--- src/rtl/mem_1r1w_masked_fwd_32x136.sv ---
// Front end for a 32x136 byte-masked 1R1W SRAM wrapper.
// Keeps same-address read/write pairs away from the macro by parking the
// colliding write in a one-entry hold buffer. The parked bytes are forwarded
// into the read response, so clients see write-before-read semantics.
module mem_1r1w_masked_fwd_32x136 #(
  parameter int DEPTH     = 32,
  parameter int WIDTH     = 136,
  parameter int MASK_GRAN = 8,
  parameter int ADDR_W    = $clog2(DEPTH),
  parameter int MASK_W    = WIDTH / MASK_GRAN
) (
  input  logic              clock,
  input  logic              reset,
  input  logic              rd_valid,
  input  logic [ADDR_W-1:0] rd_addr,
  output logic              rd_resp_valid,
  output logic [WIDTH-1:0]  rd_data,
  input  logic              wr_valid,
  output logic              wr_ready,
  input  logic [ADDR_W-1:0] wr_addr,
  input  logic [WIDTH-1:0]  wr_data,
  input  logic [MASK_W-1:0] wr_mask,
  output logic [ADDR_W-1:0] mem_R0_addr,
  output logic              mem_R0_en,
  input  logic [WIDTH-1:0]  mem_R0_data,
  output logic [ADDR_W-1:0] mem_W0_addr,
  output logic              mem_W0_en,
  output logic [WIDTH-1:0]  mem_W0_data,
  output logic [MASK_W-1:0] mem_W0_mask
);

  // Hold buffer: the single uncommitted write, if any
  logic              hb_valid;
  logic [ADDR_W-1:0] hb_addr;
  logic [WIDTH-1:0]  hb_data;
  logic [MASK_W-1:0] hb_mask;

  // Forwarding state and response flag for the read issued last cycle
  logic              fw_hit_p1;
  logic [WIDTH-1:0]  fw_data_p1;
  logic [MASK_W-1:0] fw_mask_p1;
  logic              vld_p1;
  logic [WIDTH-1:0]  rd_hold_p1;
  logic [WIDTH-1:0]  rd_merged_p1;

  // Write candidate for this cycle
  logic              wr_take;
  logic              cand_valid;
  logic [ADDR_W-1:0] cand_addr;
  logic [WIDTH-1:0]  cand_data;
  logic [MASK_W-1:0] cand_mask;
  logic              collide;

  // Overlay the granules selected by sel from fwd onto base
  function automatic logic [WIDTH-1:0] merge_bytes(input logic [WIDTH-1:0]  base,
                                                   input logic [WIDTH-1:0]  fwd,
                                                   input logic [MASK_W-1:0] sel);
    logic [WIDTH-1:0] r;
    r = base;
    for (int i = 0; i < MASK_W; i++) begin
      if (sel[i]) r[i*MASK_GRAN +: MASK_GRAN] = fwd[i*MASK_GRAN +: MASK_GRAN];
    end
    return r;
  endfunction

  // Ready depends only on the hold buffer, never on the read request
  assign wr_ready = !hb_valid;

  // Pick the write candidate (parked write has priority) and detect a collision
  always_comb begin
    wr_take    = wr_valid && !hb_valid;
    cand_valid = hb_valid || wr_take;
    cand_addr  = hb_valid ? hb_addr : wr_addr;
    cand_data  = hb_valid ? hb_data : wr_data;
    cand_mask  = hb_valid ? hb_mask : wr_mask;
    collide    = rd_valid && cand_valid && (cand_addr == rd_addr);
  end

  // Drive the macro ports; both are quiet while reset is held
  always_comb begin
    mem_R0_en   = rd_valid && !reset;
    mem_R0_addr = rd_addr;
    mem_W0_en   = cand_valid && !collide && !reset;
    mem_W0_addr = cand_addr;
    mem_W0_data = cand_data;
    mem_W0_mask = mem_W0_en ? cand_mask : '0;
  end

  // Hold-buffer valid: set on a collision, cleared once the write reaches the macro
  always_ff @(posedge clock) begin
    if (reset) hb_valid <= 1'b0;
    else       hb_valid <= collide;
  end

  // Hold-buffer payload and forwarding payload capture the colliding candidate
  always_ff @(posedge clock) begin
    if (collide) begin
      hb_addr    <= cand_addr;
      hb_data    <= cand_data;
      hb_mask    <= cand_mask;
      fw_data_p1 <= cand_data;
      fw_mask_p1 <= cand_mask;
    end
  end

  // ---- stage boundary: request cycle -> response cycle ----
  // Response control: forward flag and response valid
  always_ff @(posedge clock) begin
    if (reset) begin
      fw_hit_p1 <= 1'b0;
      vld_p1    <= 1'b0;
    end else begin
      fw_hit_p1 <= collide;
      vld_p1    <= rd_valid;
    end
  end

  // Merge uncommitted bytes over the macro read data
  always_comb begin
    rd_merged_p1 = fw_hit_p1 ? merge_bytes(mem_R0_data, fw_data_p1, fw_mask_p1) : mem_R0_data;
  end

  // Keep the last response so rd_data is stable between responses
  always_ff @(posedge clock) begin
    if (reset)       rd_hold_p1 <= '0;
    else if (vld_p1) rd_hold_p1 <= rd_merged_p1;
  end

  assign rd_resp_valid = vld_p1;
  assign rd_data       = vld_p1 ? rd_merged_p1 : rd_hold_p1;

endmodule

--- config.mk ---
export PLATFORM = sky130hd
export DESIGN_NAME = mem_1r1w_masked_fwd_32x136
export DESIGN_NICKNAME = d
export VERILOG_FILES = /design/src/rtl/mem_1r1w_masked_fwd_32x136.sv
export SDC_FILE = /design/constraint.sdc
export NUM_CORES = 1
export LEC_CHECK = 0
export CAP_MARGIN = 10
export CELL_PAD_IN_SITES_DETAIL_PLACEMENT = 0
export CELL_PAD_IN_SITES_GLOBAL_PLACEMENT = 1
export CORE_AREA = 2 2 233 235
export DETAILED_ROUTE_END_ITERATION = 8
export DIE_AREA = 0 0 235 237
export PLACE_DENSITY = 0.75
export SLEW_MARGIN = 5
export SYNTH_ARGS = -nofsm -noshare
export SYNTH_HDL_FRONTEND = slang
export SYNTH_SLANG_ARGS = --single-unit
--- constraint.sdc ---
create_clock -name clock -period 18.8 [get_ports clock]
set_input_delay 3.76 -clock clock [delete_from_list [all_inputs] [get_ports clock]]
set_output_delay 3.76 -clock clock [all_outputs]
set_load 0.005 [all_outputs]
# --- After elaboration in Yosys (flattened, before gate mapping) ---
# Index checks and enable logic that the tools add are counted.
word_totals:
  regBits: 296
  in_bits: 303
  out_inout_bits: 303
classes:
  eq_ne: 1
  muxes: 23
  reduce_logical: 10
ops:
  columns: ["cell", "n"]
  rows:
  - ["2-to-1 mux 136 bit", 3]
  - ["2-to-1 mux 8 bit", 17]
  - ["2-to-1 mux 17 bit", 2]
  - ["logical AND 1 bit", 6]
  - ["equality test 5 bit", 1]
  - ["2-to-1 mux 5 bit", 1]
  - ["zero test 1 bit", 3]
  - ["logical OR 1 bit", 1]

# --- Logic depth before layout (Yosys ltp) ---
depth:
  depth_word: 9
  depth_mapped: 8
  ltp_nobuf: 4

# --- Least setup slack after synthesis ---
# OpenSTA, ideal clock, no wires.
synth_timing:
  kind: "input to register"
  startpoint: "input wr_addr[2]"
  endpoint: "register fw_data_p1[0] (enable)"
  setup_time_ns: 0.536
  arrival_time_ns: 8.210
  t_required_ns: 18.264
  path_slack_ns: 10.054
  cell_stages: 5
  path_cell_list: "mux2_2 -> xor2_1 -> nor3_1 -> buf_2 -> and2_1"
synth_via:
  elab_chain_cells: 3
synth_rtl:
  columns: ["element", "line_no", "rtl"]
  rows:
  - ["start, declared", "20", "input logic [ADDR_W-1:0] wr_addr,"]
  - ["2-to-1 mux 5 bit", "73", "cand_addr = hb_valid ? hb_addr : wr_addr;"]
  - ["equality test 5 bit", "76", "collide = rd_valid && cand_valid && (cand_addr == rd_addr);"]
  - ["logical AND 1 bit", "76", null]
  - ["named net collide", "52", "logic collide;"]
  - ["end signal, assigned", "101", "fw_data_p1 <= cand_data;"]
  - ["end, declared", "40", "logic [WIDTH-1:0] fw_data_p1;"]
# The timed path passes the listed nets, and every way through them passes these cells.
# A chain may end at the register's enable or synchronous reset.

# --- Final worst setup path ---
layout_timing:
  startpoint: "input wr_addr[2]"
  endpoint: "output mem_W0_mask[15]"
layout_via:
  elab_chain_cells: 7
layout_rtl:
  columns: ["element", "line_no", "rtl"]
  rows:
  - ["2-to-1 mux 5 bit", "73", null]
  - ["equality test 5 bit", "76", null]
  - ["logical AND 1 bit", "76", null]
  - ["zero test 1 bit", "83", "mem_W0_en = cand_valid && !collide && !reset;"]
  - ["logical AND 1 bit (2 in series)", "83", null]
  - ["2-to-1 mux 17 bit", "86", "mem_W0_mask = mem_W0_en ? cand_mask : '0;"]
  - ["end, declared", "29", "output logic [MASK_W-1:0] mem_W0_mask"]
# Every way passes these cells.

==> impl_results.md <==
* Result of the run: complete, no violations
* Leading cell types in the layout, fill and taps excluded: 604 x sky130_fd_sc_hd__clkdlybuf4s50_1, 158 x sky130_fd_sc_hd__edfxtp_1, 154 x sky130_fd_sc_hd__a21oi_1
* Buffer count from post-CTS setup fixing at 0
* Die width at 235 microns
* IO Port Bufs at 605
* Via count of the first global-routing pass at 11200
* Violation count after the first detailed-route iteration at 420
* Final number of max-transition violations at 0
* Relative contribution of combinational cells to total power at 0.167
* CTS tree: built
* Total GRT Usage at 0.165
* Seq/Total Area, Yosys at 0.561
* Largest net degree at the start of global routing at 100
* Final GP Congestion at 0.836
* Transition time at the pin with the least slew margin at 1090 ps
* Max clock buf depth at 3
* Global route total overflow at 0
* Total clock buffers created by CTS at 37
* Sum of net half-perimeters after detailed placement at 35200 microns
* Total instance count after detailed placement at 2402
* Syn Std Cell Area at 13400 sq um
* Layout Skew at 21.7 ps
* CTS H-tree depth at 2
* Die Ht at 237 microns
* Static Leakage at 0.00845 uW
* Share of total power in sequential cells at 0.419
* Synthesized Nets at 1467
* Count of synthesis-stage warnings from yosys at 0
* Area of all placed cells without fillers at 21300 sq um
* Fraction of layout cells with a size suffix above 1 at 0.128
* Setup repair after global routing missed its margin: no
* Critical path arrival at 6290 ps
* Worst reg2reg setup slack at 13780 ps
* Drt drc at 0
* Worst skew pair latency at 540 ps
* Max-Cap Viols at 0
* Cts-stage hold buffer count at 0
* Total Die Area at 55700 sq um
* Sw power at 390 uW
* Gate count of the mapped netlist at 1164
* Setup Viol. Count Final at 0
* Total via count in the routed design at 10900
* Final standard cell count with taps included and fillers excluded at 2472
* Starting density of the core at 0.251
* Power density of the placed cells at 79.5 nW/um^2
* Path type of the worst setup path: in2out
* Fmax at 99.5 MHz
* Commonest non-fill, non-tap cell in the layout: sky130_fd_sc_hd__clkdlybuf4s50_1
* Crit Path Max Fanout at 12
* Launching element type of the critical path: input pin
* CTS sink cnt at 296
* Endpoint type of the worst setup path: output port
* Int Power at 1300 uW
* Cts repair resizes at 0
* Library cells used by synthesis at 24
* Post-detailed-route count of antenna-violating nets at 0
* Synth-to-Final Area Change at 59.1%
* Initial antenna violation count at 2
* Post-detailed-route wirelength per cell at 19.3 microns
* Top cells by area in the synthesized netlist: sky130_fd_sc_hd__edfxtp_1 35%, sky130_fd_sc_hd__dfxtp_1 21%, sky130_fd_sc_hd__mux2_2 12%, sky130_fd_sc_hd__mux2i_1 10%, sky130_fd_sc_hd__nor2b_1 6.5%
* Post-Route Utilization at 0.400
* Area share of the largest cell type after synthesis at 0.355
* Count of standard-cell rows at 85
* Net count of the finished layout at 2048
* Peak supply drop at 0.0507 mV
* Mean instance size in the synthesized netlist at 11.5 sq um
* Total iterations of the first detailed-routing run at 7
* Setup TNS after final layout at 0 ps
* Register bit total from synthesis at 296
* Fraction of power spent switching nets at 0.230
* Library cell with the largest summed area after synthesis: sky130_fd_sc_hd__edfxtp_1
* Clock power share at 0.414
* Drt total wl at 47600 microns
* Placeable core region at 53300 sq um
* Clock tree root buffer cell: sky130_fd_sc_hd__clkbuf_16
* Final hold violation count at 0
* Boundary Pins at 606
* Vias/cell at 4.41
* Hold Worst Slack at 582 ps
* Area after detailed placement at 20100 sq um
* Hold crit path type: reg2reg
* Relative slew margins at 0.273
* Required time of the critical path at 15040 ps
* Global-route wire length before repair at 70700 microns
* Post-layout min period at 10050 ps
* Clock transition at the register clock pins on the worst setup and hold paths after CTS at 50 ps
* Final worst path period share at 0.534
## metal layers
layer | wire length [microns] | vias to the layer above | share of wire | global-route usage
li1 | - | 5248 | - | -
met1 | 19200 | 5194 | 0.40 | 0.193
met2 | 23900 | 388 | 0.50 | 0.289
met3 | 3340 | 60 | 0.070 | 0.0452
met4 | 1270 | 0 | 0.027 | 0.0545
met5 | 0 | - | 0 | 0
## critical path, cell delays in order
cell and delay [ps]:
sky130_fd_sc_hd__clkdlybuf4s50_1 390, sky130_fd_sc_hd__mux2_2 290, sky130_fd_sc_hd__xor2_1 230, sky130_fd_sc_hd__nor3_2 570, sky130_fd_sc_hd__buf_4 380, sky130_fd_sc_hd__a21oi_1 100, sky130_fd_sc_hd__clkdlybuf4s50_1 540
## synthesized netlist by cell type
| cell type | count |
|---|---|
| sky130_fd_sc_hd__buf_2 | 19 |
| sky130_fd_sc_hd__buf_4 | 9 |
| sky130_fd_sc_hd__a21boi_1 | 1 |
| sky130_fd_sc_hd__mux2i_1 | 140 |
| sky130_fd_sc_hd__xnor2_1 | 3 |
| sky130_fd_sc_hd__nor3_1 | 1 |
| sky130_fd_sc_hd__nand2b_1 | 1 |
| sky130_fd_sc_hd__nor4_2 | 1 |
| sky130_fd_sc_hd__and3b_1 | 1 |
| sky130_fd_sc_hd__a21oi_1 | 154 |
| sky130_fd_sc_hd__nor2_1 | 138 |
| sky130_fd_sc_hd__nand3b_1 | 1 |
| sky130_fd_sc_hd__edfxtp_1 | 158 |
| sky130_fd_sc_hd__nand2_1 | 18 |
| sky130_fd_sc_hd__dfxtp_1 | 138 |
| sky130_fd_sc_hd__inv_1 | 22 |
| sky130_fd_sc_hd__nand2_2 | 17 |
| sky130_fd_sc_hd__and2_1 | 1 |
| sky130_fd_sc_hd__clkbuf_1 | 47 |
| sky130_fd_sc_hd__nor2_2 | 1 |
| sky130_fd_sc_hd__nor2b_1 | 138 |
| sky130_fd_sc_hd__xor2_1 | 1 |
| sky130_fd_sc_hd__mux2_2 | 137 |
| sky130_fd_sc_hd__o21ai_0 | 17 |
## cell families (layout without fill, tap and decap cells)
group | after synthesis | after routing | synth area share
muxes | 277 | 277 | 0.220
other | 0 | 2 | 0
DFF | 296 | 296 | 0.561
and+or+nand+nor | 318 | 318 | 0.120
buffers and inverters | 97 | 707 | 0.0315
xor gates and xnor gates | 4 | 4 | 0.00262
AOI/OAI and AO/OA | 172 | 172 | 0.0645
## per-stage QoR
stage	power, uW	setup WS, ps
final	1690	8750
after CTS	1720	8710
after global placement	1010	8740
after floorplan	818	10050
after global routing	1770	8630
after detailed placement	1010	8720
## area by class of cell
class	count	area (sq um)
fill	5142	32000
sequential	296	7510
timing repair buffer	617	6140
multi-input combinational	771	5470
clock buffer	63	1180
tap	696	871
inverter	22	82.6
clock inverter	5	28.8
antenna	2	5.00
## power by group through the flow
stage / Sequential [uW] / Combinational [uW] / Clock (uW)
2_1_floorplan: 721 / 96.7 / 0
3_3_place_gp: 722 / 284 / 0
3_5_place_dp: 723 / 285 / 0
4_1_cts: 709 / 288 / 726
5_1_grt: 711 / 305 / 754
6_report: 709 / 283 / 701
## worst paths after layout
check,to,cells past startpoint,start
worst max register to register,fw_mask_p1[14],8,fw_hit_p1
worst max-delay path,mem_W0_mask[15],7,wr_addr[2]
worst min-delay path,rd_hold_p1[29],3,rd_hold_p1[29]
worst min register to register,rd_hold_p1[29],3,rd_hold_p1[29]
## state kept, by name, summed over array words and instances, names as in the netlist
| register | flops |
|---|---|
| rd_resp_valid | 1 |
| fw_hit_p1 | 1 |
| fw_mask_p1 | 17 |
| rd_hold_p1 | 136 |
| hb_addr | 5 |
| fw_data_p1 | 136 |
Note: power is estimated with default switching activity, not from simulation.
